File: src/rtl/scic_io_port.sv
// scic_io_port: memory-mapped I/O port for the SCIC CPU.
// Drives an LED register, debounces the switch inputs and reports switch
// changes through a sticky flag. CPU accesses complete one cycle after the
// strobe with a registered response.
module scic_io_port #(
  parameter int unsigned DEBOUNCE_CYCLES = 4,
  parameter int unsigned SW_WIDTH        = 4,
  parameter int unsigned LED_WIDTH       = 4
) (
  input  logic                 clock,
  input  logic                 reset,
  input  logic [SW_WIDTH-1:0]  switches,
  input  logic [1:0]           io_addr,
  input  logic                 io_rd,
  input  logic                 io_wr,
  input  logic [31:0]          io_wdata,
  output logic [31:0]          io_rdata,
  output logic                 io_ready,
  output logic [LED_WIDTH-1:0] LEDs
);

  localparam int unsigned CNT_W = 16;
  localparam logic [CNT_W-1:0] CNT_MAX = CNT_W'(DEBOUNCE_CYCLES - 1);

  localparam logic [1:0] ADDR_SWITCH = 2'd0;
  localparam logic [1:0] ADDR_STATUS = 2'd1;
  localparam logic [1:0] ADDR_LED    = 2'd2;

  logic [SW_WIDTH-1:0] sync1;
  logic [SW_WIDTH-1:0] sync2;
  logic [SW_WIDTH-1:0] candidate;
  logic [SW_WIDTH-1:0] debounced;
  logic [CNT_W-1:0]    counter;
  logic                changed;

  logic                stable_c;
  logic                deb_update_c;
  logic                access_c;
  logic                switch_rd_c;
  logic [31:0]         rd_val_c;

  // Decode of the debounce state and of the current CPU access.
  always_comb begin
    stable_c     = (candidate == debounced) && (counter == CNT_MAX);
    deb_update_c = (counter == CNT_MAX) && (candidate == sync2) &&
                   (candidate != debounced);
    access_c     = io_rd | io_wr;
    switch_rd_c  = io_rd && (io_addr == ADDR_SWITCH);
  end

  // Register read mux, evaluated on the pre-edge state.
  always_comb begin
    rd_val_c = 32'd0;
    case (io_addr)
      ADDR_SWITCH: rd_val_c = 32'(debounced);
      ADDR_STATUS: rd_val_c = {30'd0, stable_c, changed};
      ADDR_LED:    rd_val_c = 32'(LEDs);
      default:     rd_val_c = 32'd0;
    endcase
  end

  // Two-flop synchroniser for the asynchronous switch levels.
  always_ff @(posedge clock or posedge reset) begin
    if (reset) begin
      sync1 <= '0;
      sync2 <= '0;
    end else begin
      sync1 <= switches;
      sync2 <= sync1;
    end
  end

  // Candidate tracking with a saturating stability counter.
  always_ff @(posedge clock or posedge reset) begin
    if (reset) begin
      candidate <= '0;
      counter   <= '0;
    end else if (sync2 != candidate) begin
      candidate <= sync2;
      counter   <= '0;
    end else if (counter < CNT_MAX) begin
      counter <= counter + CNT_W'(1);
    end
  end

  // Debounced value and sticky change flag; a set beats a clearing read.
  always_ff @(posedge clock or posedge reset) begin
    if (reset) begin
      debounced <= '0;
      changed   <= 1'b0;
    end else if (deb_update_c) begin
      debounced <= candidate;
      changed   <= 1'b1;
    end else if (switch_rd_c) begin
      changed <= 1'b0;
    end
  end

  // LED register, written through address 2.
  always_ff @(posedge clock or posedge reset) begin
    if (reset) begin
      LEDs <= '0;
    end else if (io_wr && (io_addr == ADDR_LED)) begin
      LEDs <= io_wdata[LED_WIDTH-1:0];
    end
  end

  // One-cycle response: ready pulse plus pre-edge register value.
  always_ff @(posedge clock or posedge reset) begin
    if (reset) begin
      io_ready <= 1'b0;
      io_rdata <= 32'd0;
    end else if (access_c) begin
      io_ready <= 1'b1;
      io_rdata <= rd_val_c;
    end else begin
      io_ready <= 1'b0;
      io_rdata <= 32'd0;
    end
  end

endmodule

File: config.mk
export PLATFORM = sky130hd
export DESIGN_NAME = scic_io_port
export DESIGN_NICKNAME = d
export VERILOG_FILES = /design/src/rtl/scic_io_port.sv
export SDC_FILE = /design/constraint.sdc
export NUM_CORES = 1
export LEC_CHECK = 0
export BUFFER_PORTS_ARGS = -buffer_cell sky130_fd_sc_hd__buf_4
export CAP_MARGIN = 10
export CORE_UTILIZATION = 47
export DETAILED_ROUTE_END_ITERATION = 8
export GPL_ROUTABILITY_DRIVEN = 0
export PLACE_DENSITY_LB_ADDON = 0.15
export SLEW_MARGIN = 20
export SYNTH_ARGS = -nofsm -noshare
export SYNTH_HDL_FRONTEND = slang
export SYNTH_SLANG_ARGS = --single-unit
File: constraint.sdc
create_clock -name clock -period 1.9 [get_ports clock]
set_clock_uncertainty 0.15 [all_clocks]
set_input_delay 0.285 -clock clock [delete_from_list [all_inputs] [get_ports clock]]
set_output_delay 0.285 -clock clock [all_outputs]
set_load 0.01 [all_outputs]
# Word-level counts from Yosys, hierarchy flattened
# Cells that the tools add are included.
[totals]
reg_bits = 70
inputBits = 42
out_inout_bits = 37
wordCells = 34
[classes]
addsub = 1
n_lt_le_gt_ge = 1
n_eq_ne = 7
muxes = 7
n_bitwise = 1
n_reduce_logical = 8
[op_table]
columns = ["operator", "n"]
rows = [
  ["16-bit two-way mux", 2],
  ["32-bit two-way mux", 1],
  ["16-bit by 1-bit adder with 16-bit output (second input constant)", 1],
  ["16-bit by 2-bit equality test with 1-bit output (second input constant)", 1],
  ["16-bit by 2-bit < comparator with 1-bit output (second input constant)", 1],
  ["4-bit one-hot mux with 3 select lines", 1],
  ["4-bit equality test", 2],
  ["4-bit inequality test", 2],
  ["1-bit logical AND", 5],
  ["2-bit nonzero test", 2],
  ["1-bit two-way mux", 3],
  ["2-bit by 1-bit equality test with 1-bit output (second input constant)", 1],
  ["2-bit equality test (second input constant)", 1],
  ["2-bit logical NOT", 1],
  ["1-bit OR", 1],
]

# Longest topological paths before layout
[logic_depth]
word_depth = 4
depth_mapped = 5

# Least setup slack after synthesis
# OpenSTA, ideal clock, no wires.
[synth_path]
path_kind = "reg2reg"
start = "reg candidate[1]"
end = "reg debounced[0]"
setup_time_ns = 0.125
arrival_time_ns = 1.438
required_time_ns = 1.625
path_slack_ns = 0.188
stages_incl_launch_ff = 5
n_path_buf = 0
path_cell_list = "dfrtp_1 -> xor2_1 -> nor4_4 -> nand4_4 -> mux2_2"
[synth_via]
elab_chain_len = 3
word_cells_on_any_way = 4
[synth_lines]
columns = ["element", "line", "source"]
rows = [
  ["start: declaration", "31", "logic [SW_WIDTH-1:0] candidate;"],
  ["start signal: assignment", "79", "candidate <= sync2;"],
  ["4-bit equality test", "45", "deb_update_c = (counter == CNT_MAX) && (candidate == sync2) &&"],
  ["1-bit logical AND", "45", ""],
  ["1-bit logical AND (*)", "45", ""],
  ["end signal: assignment", "92", "debounced <= candidate;"],
  ["end: declaration", "32", "logic [SW_WIDTH-1:0] debounced;"],
]
# Mark *: on every way between the ends. The rest lies on a longest branch, timed or not.
# A chain may end at the register's enable or synchronous reset.

# Worst setup path after layout
# Ends and elaborated chain as after synthesis.

==> qor.yml <==
worst_setup_path:
  cp-endpoint: "debounced[0]$_DFFE_PP0P_"
  worst_setup_path_end_kind: "register"
  rr_worst_depth: 4
  start_kind: "register"
  path_cells: "xor2_1 > nor4_4 > nand4_4 > mux2_2"
  cp_max_fo: 5
  crit_required_ns: 1.93
  cpPeakStageDelay_ns: 0.41
  worstReg2RegEnd: "debounced[0]$_DFFE_PP0P_"
  r2r_slack_ns: 0.19
  startpoint: "candidate[1]$_DFFE_PP0N_"
  critical_path_class: "register to register"
  slowest_stage: "dfrtp_1"
  rr_startpoint: "candidate[1]$_DFFE_PP0N_"
  critPathArrivalTime_ns: 1.74
synth:
  synthMuxAreaShare_pct: 7.83
  synth_async_sr_flop_share_pct: 100
  synth_area_leaders: "dfrtp_1, buf_4, mux2_2"
  synth_simple_gate_area_share_pct: 14.1
  synth.most_common_cell: "dfrtp_1"
  netlist_instances: 145
  yosys_most_used_dff: "dfrtp_1"
  ys_types: 25
  ys_ff_latch: 42
  syn_avg_cell_area_um2: 12.5
  synth_edf_count: 0
  synth.top_cells.by_count: "dfrtp_1, buf_4, and2_1, mux2_2, xor2_1"
  synth_top_family_by_area: "simple AND/OR/NAND/NOR gates"
  seq_area_frac_synth_pct: 58.2
  synth_top_area_cell: "dfrtp_1"
  synth_fa_ha_area_share_pct: 0.693
  yosysTopAreaCellShare_pct: 58.2
  synth_area_mm2: 0.00181
  synth_xor_area_share_pct: 4.37
  synth_warnings: 0
  synth_compound_area_share_pct: 1.04
grt:
  grt_pass1_vias: 1052
  grt_overflow: 0
  grt_pass1_wl_um: 4510
  antenna_found_initial: 0
  grtUsageTotal_pct: 14.7
  grt_max_degree: 43
clock_network:
  clk_path_buf_depth: 2
  cts_setup_buffers: 0
  cts_sinks: 42
  cts_tree: "done"
  cts_made_buffers: 5
  cts-root-buf: "clkbuf_8"
  cts.clk_slew.worst_paths_ns: 0.08
  cts.htree.levels: 2
  clock_latency_ns: 0.29
timing:
  fin_ws_ns: 0.186
  grt_setup_unrepaired: "false"
  fmax_mhz: 584
  relSlewSlack_pct: 66.5
  tns_ns: 0
  hold_viol_final: 0
  finalSetupViolCount: 0
  worst_pin_slew_ns: 0.503
  finalCritPeriodShare_pct: 90.2
  period_minus_slack_ns: 1.71
  slew_violations: 0
placed_design:
  dp_hpwl_um: 1780
  dp.cells: 213
  numPortBuffers: 22
  post-place-ws_ns: 0.115
  postPlaceCellArea_mm2: 0.00194
die:
  fp.dieH_um: 64.0
  die_area_mm2: 0.00409
  core_area_mm2: 0.00366
  start_util_pct: 49.3
  io_pins: 79
  std_cell_rows: 22
  die_width_um: 64.0
finish:
  fin_nets: 220
  area_growth_pct: 18.4
  finalNonFillerCells: 226
  design_area_mm2: 0.00214
  diodes: 0
  drive_above_1_share_pct: 27.5
detailed_routing:
  postRouteWirelength_um: 2520
  drt_iter0_markers: 23
  met3WireLength_um: 161
  drc: 0
  antenna_left: 0
  dr.pass1.iters: 4
  viasPerCell: 4.45
  drt-met1-wl_um: 1080
  wl_per_cell_um: 11.1
  routed-wl-met2_um: 1230
  num_vias: 1005
  top_layer: "met4"
outcome:
  status: "complete, no violations"
power:
  p_leak_nw: 1.09
  ir_worst_vdd_mv: 0.494
  power_per_cell_area_mw_per_mm2: 918
job:
  drv_cap: 0
worst_hold_path:
  min_path_cells: 2
  hp-class: "primary input to register"
==> worst max-delay path, delay by kind of cell (launching register included) <==
family                    cells  cell delay [ns]
DFF                           1             0.41
and+or+nand+nor               2             0.53
xor gates and xnor gates      1             0.19
muxes                         1             0.31
==> through the flow <==
| step | power, mW | util [%] | hold WS [ns] |
|---|---|---|---|
| floorplan | 1.11 | - | 0.166 |
| global placement | 1.14 | 52.9 | 0.184 |
| detailed placement | 1.15 | 52.9 | 0.186 |
| CTS | 1.98 | 58.0 | 0.0428 |
| global route | 2.04 | 58.4 | 0.0518 |
| finish | 1.96 | 58.4 | 0.0467 |
==> how the worst min path moves through the flow <==
stage / slack, ns / start / end
3_5_place_dp: 0.19 / sync1[2]$_DFF_PP0_ / sync2[2]$_DFF_PP0_
5_1_grt: 0.05 / io_addr[0] / io_rdata[2]$_DFF_PP0_
2_1_floorplan: 0.17 / switches[0] / sync1[0]$_DFF_PP0_
3_3_place_gp: 0.18 / sync1[3]$_DFF_PP0_ / sync2[3]$_DFF_PP0_
6_report: 0.05 / io_addr[0] / io_rdata[2]$_DFF_PP0_
4_1_cts: 0.04 / io_addr[0] / io_rdata[2]$_DFF_PP0_
==> layer usage <==
| layer | vias to the layer above | track usage [%] |
|---|---|---|
| met5 | - | 0 |
| li1 | 473 | - |
| met3 | 6 | 5.18 |
| met2 | 38 | 24.2 |
| met1 | 488 | 17.2 |
| met4 | 0 | 6.53 |
==> sequential cells by signal, summed over array words and instances (netlist names) <==
| register | flops |
|---|---|
| LEDs | 4 |
| candidate | 4 |
| changed | 1 |
| counter | 16 |
| debounced | 4 |
| io_rdata | 4 |
| io_ready | 1 |
| sync1 | 4 |
| sync2 | 4 |
==> report_power, final <==
group	leakage [nW]	switching [mW]	internal (mW)
logic	0.473	0.0965	0.0843
registers	0.545	0.0240	0.930
clock network	0.0683	0.300	0.526
==> layout make-up <==
class | instances | area (um2)
clock buffer | 5 | 68.8
timing repair buffer | 32 | 253
sequential | 42 | 1050
clock inverter | 3 | 68.8
inverter | 3 | 11.3
multi-input combinational | 93 | 624
fill | 298 | 1520
tap | 48 | 60.1
==> cell usage in the layout, fill, tap and decap left out, types with 3 or more instances in the layout <==
cell type and count:
buf_4 27, nor3_1 3, inv_1 3, xor2_1 8
dlygate4sd3_1 5, clkbuf_8 5, mux2_2 9, nor4_2 3
and2_1 15, nor2_1 5, dfrtp_1 42, mux2i_1 4
nand2_1 3, conb_1 28
==> kinds of logic after synthesis <==
logic type,after synthesis
adders and majority gates,1
xor gates and xnor gates,9
AOI/OAI and AO/OA,3
muxes,13
and+or+nand+nor,39
DFF,42
buffers and inverters,37
other,1
==> what timing repair did <==
item / in CTS / in global routing
endpoints found under the hold margin: 46 / 0
endpoints found under the setup margin: 0 / 5
hold buffers: 5 / 0
resized for setup: 0 / 2
Note: power is estimated with default switching activity, not from simulation.
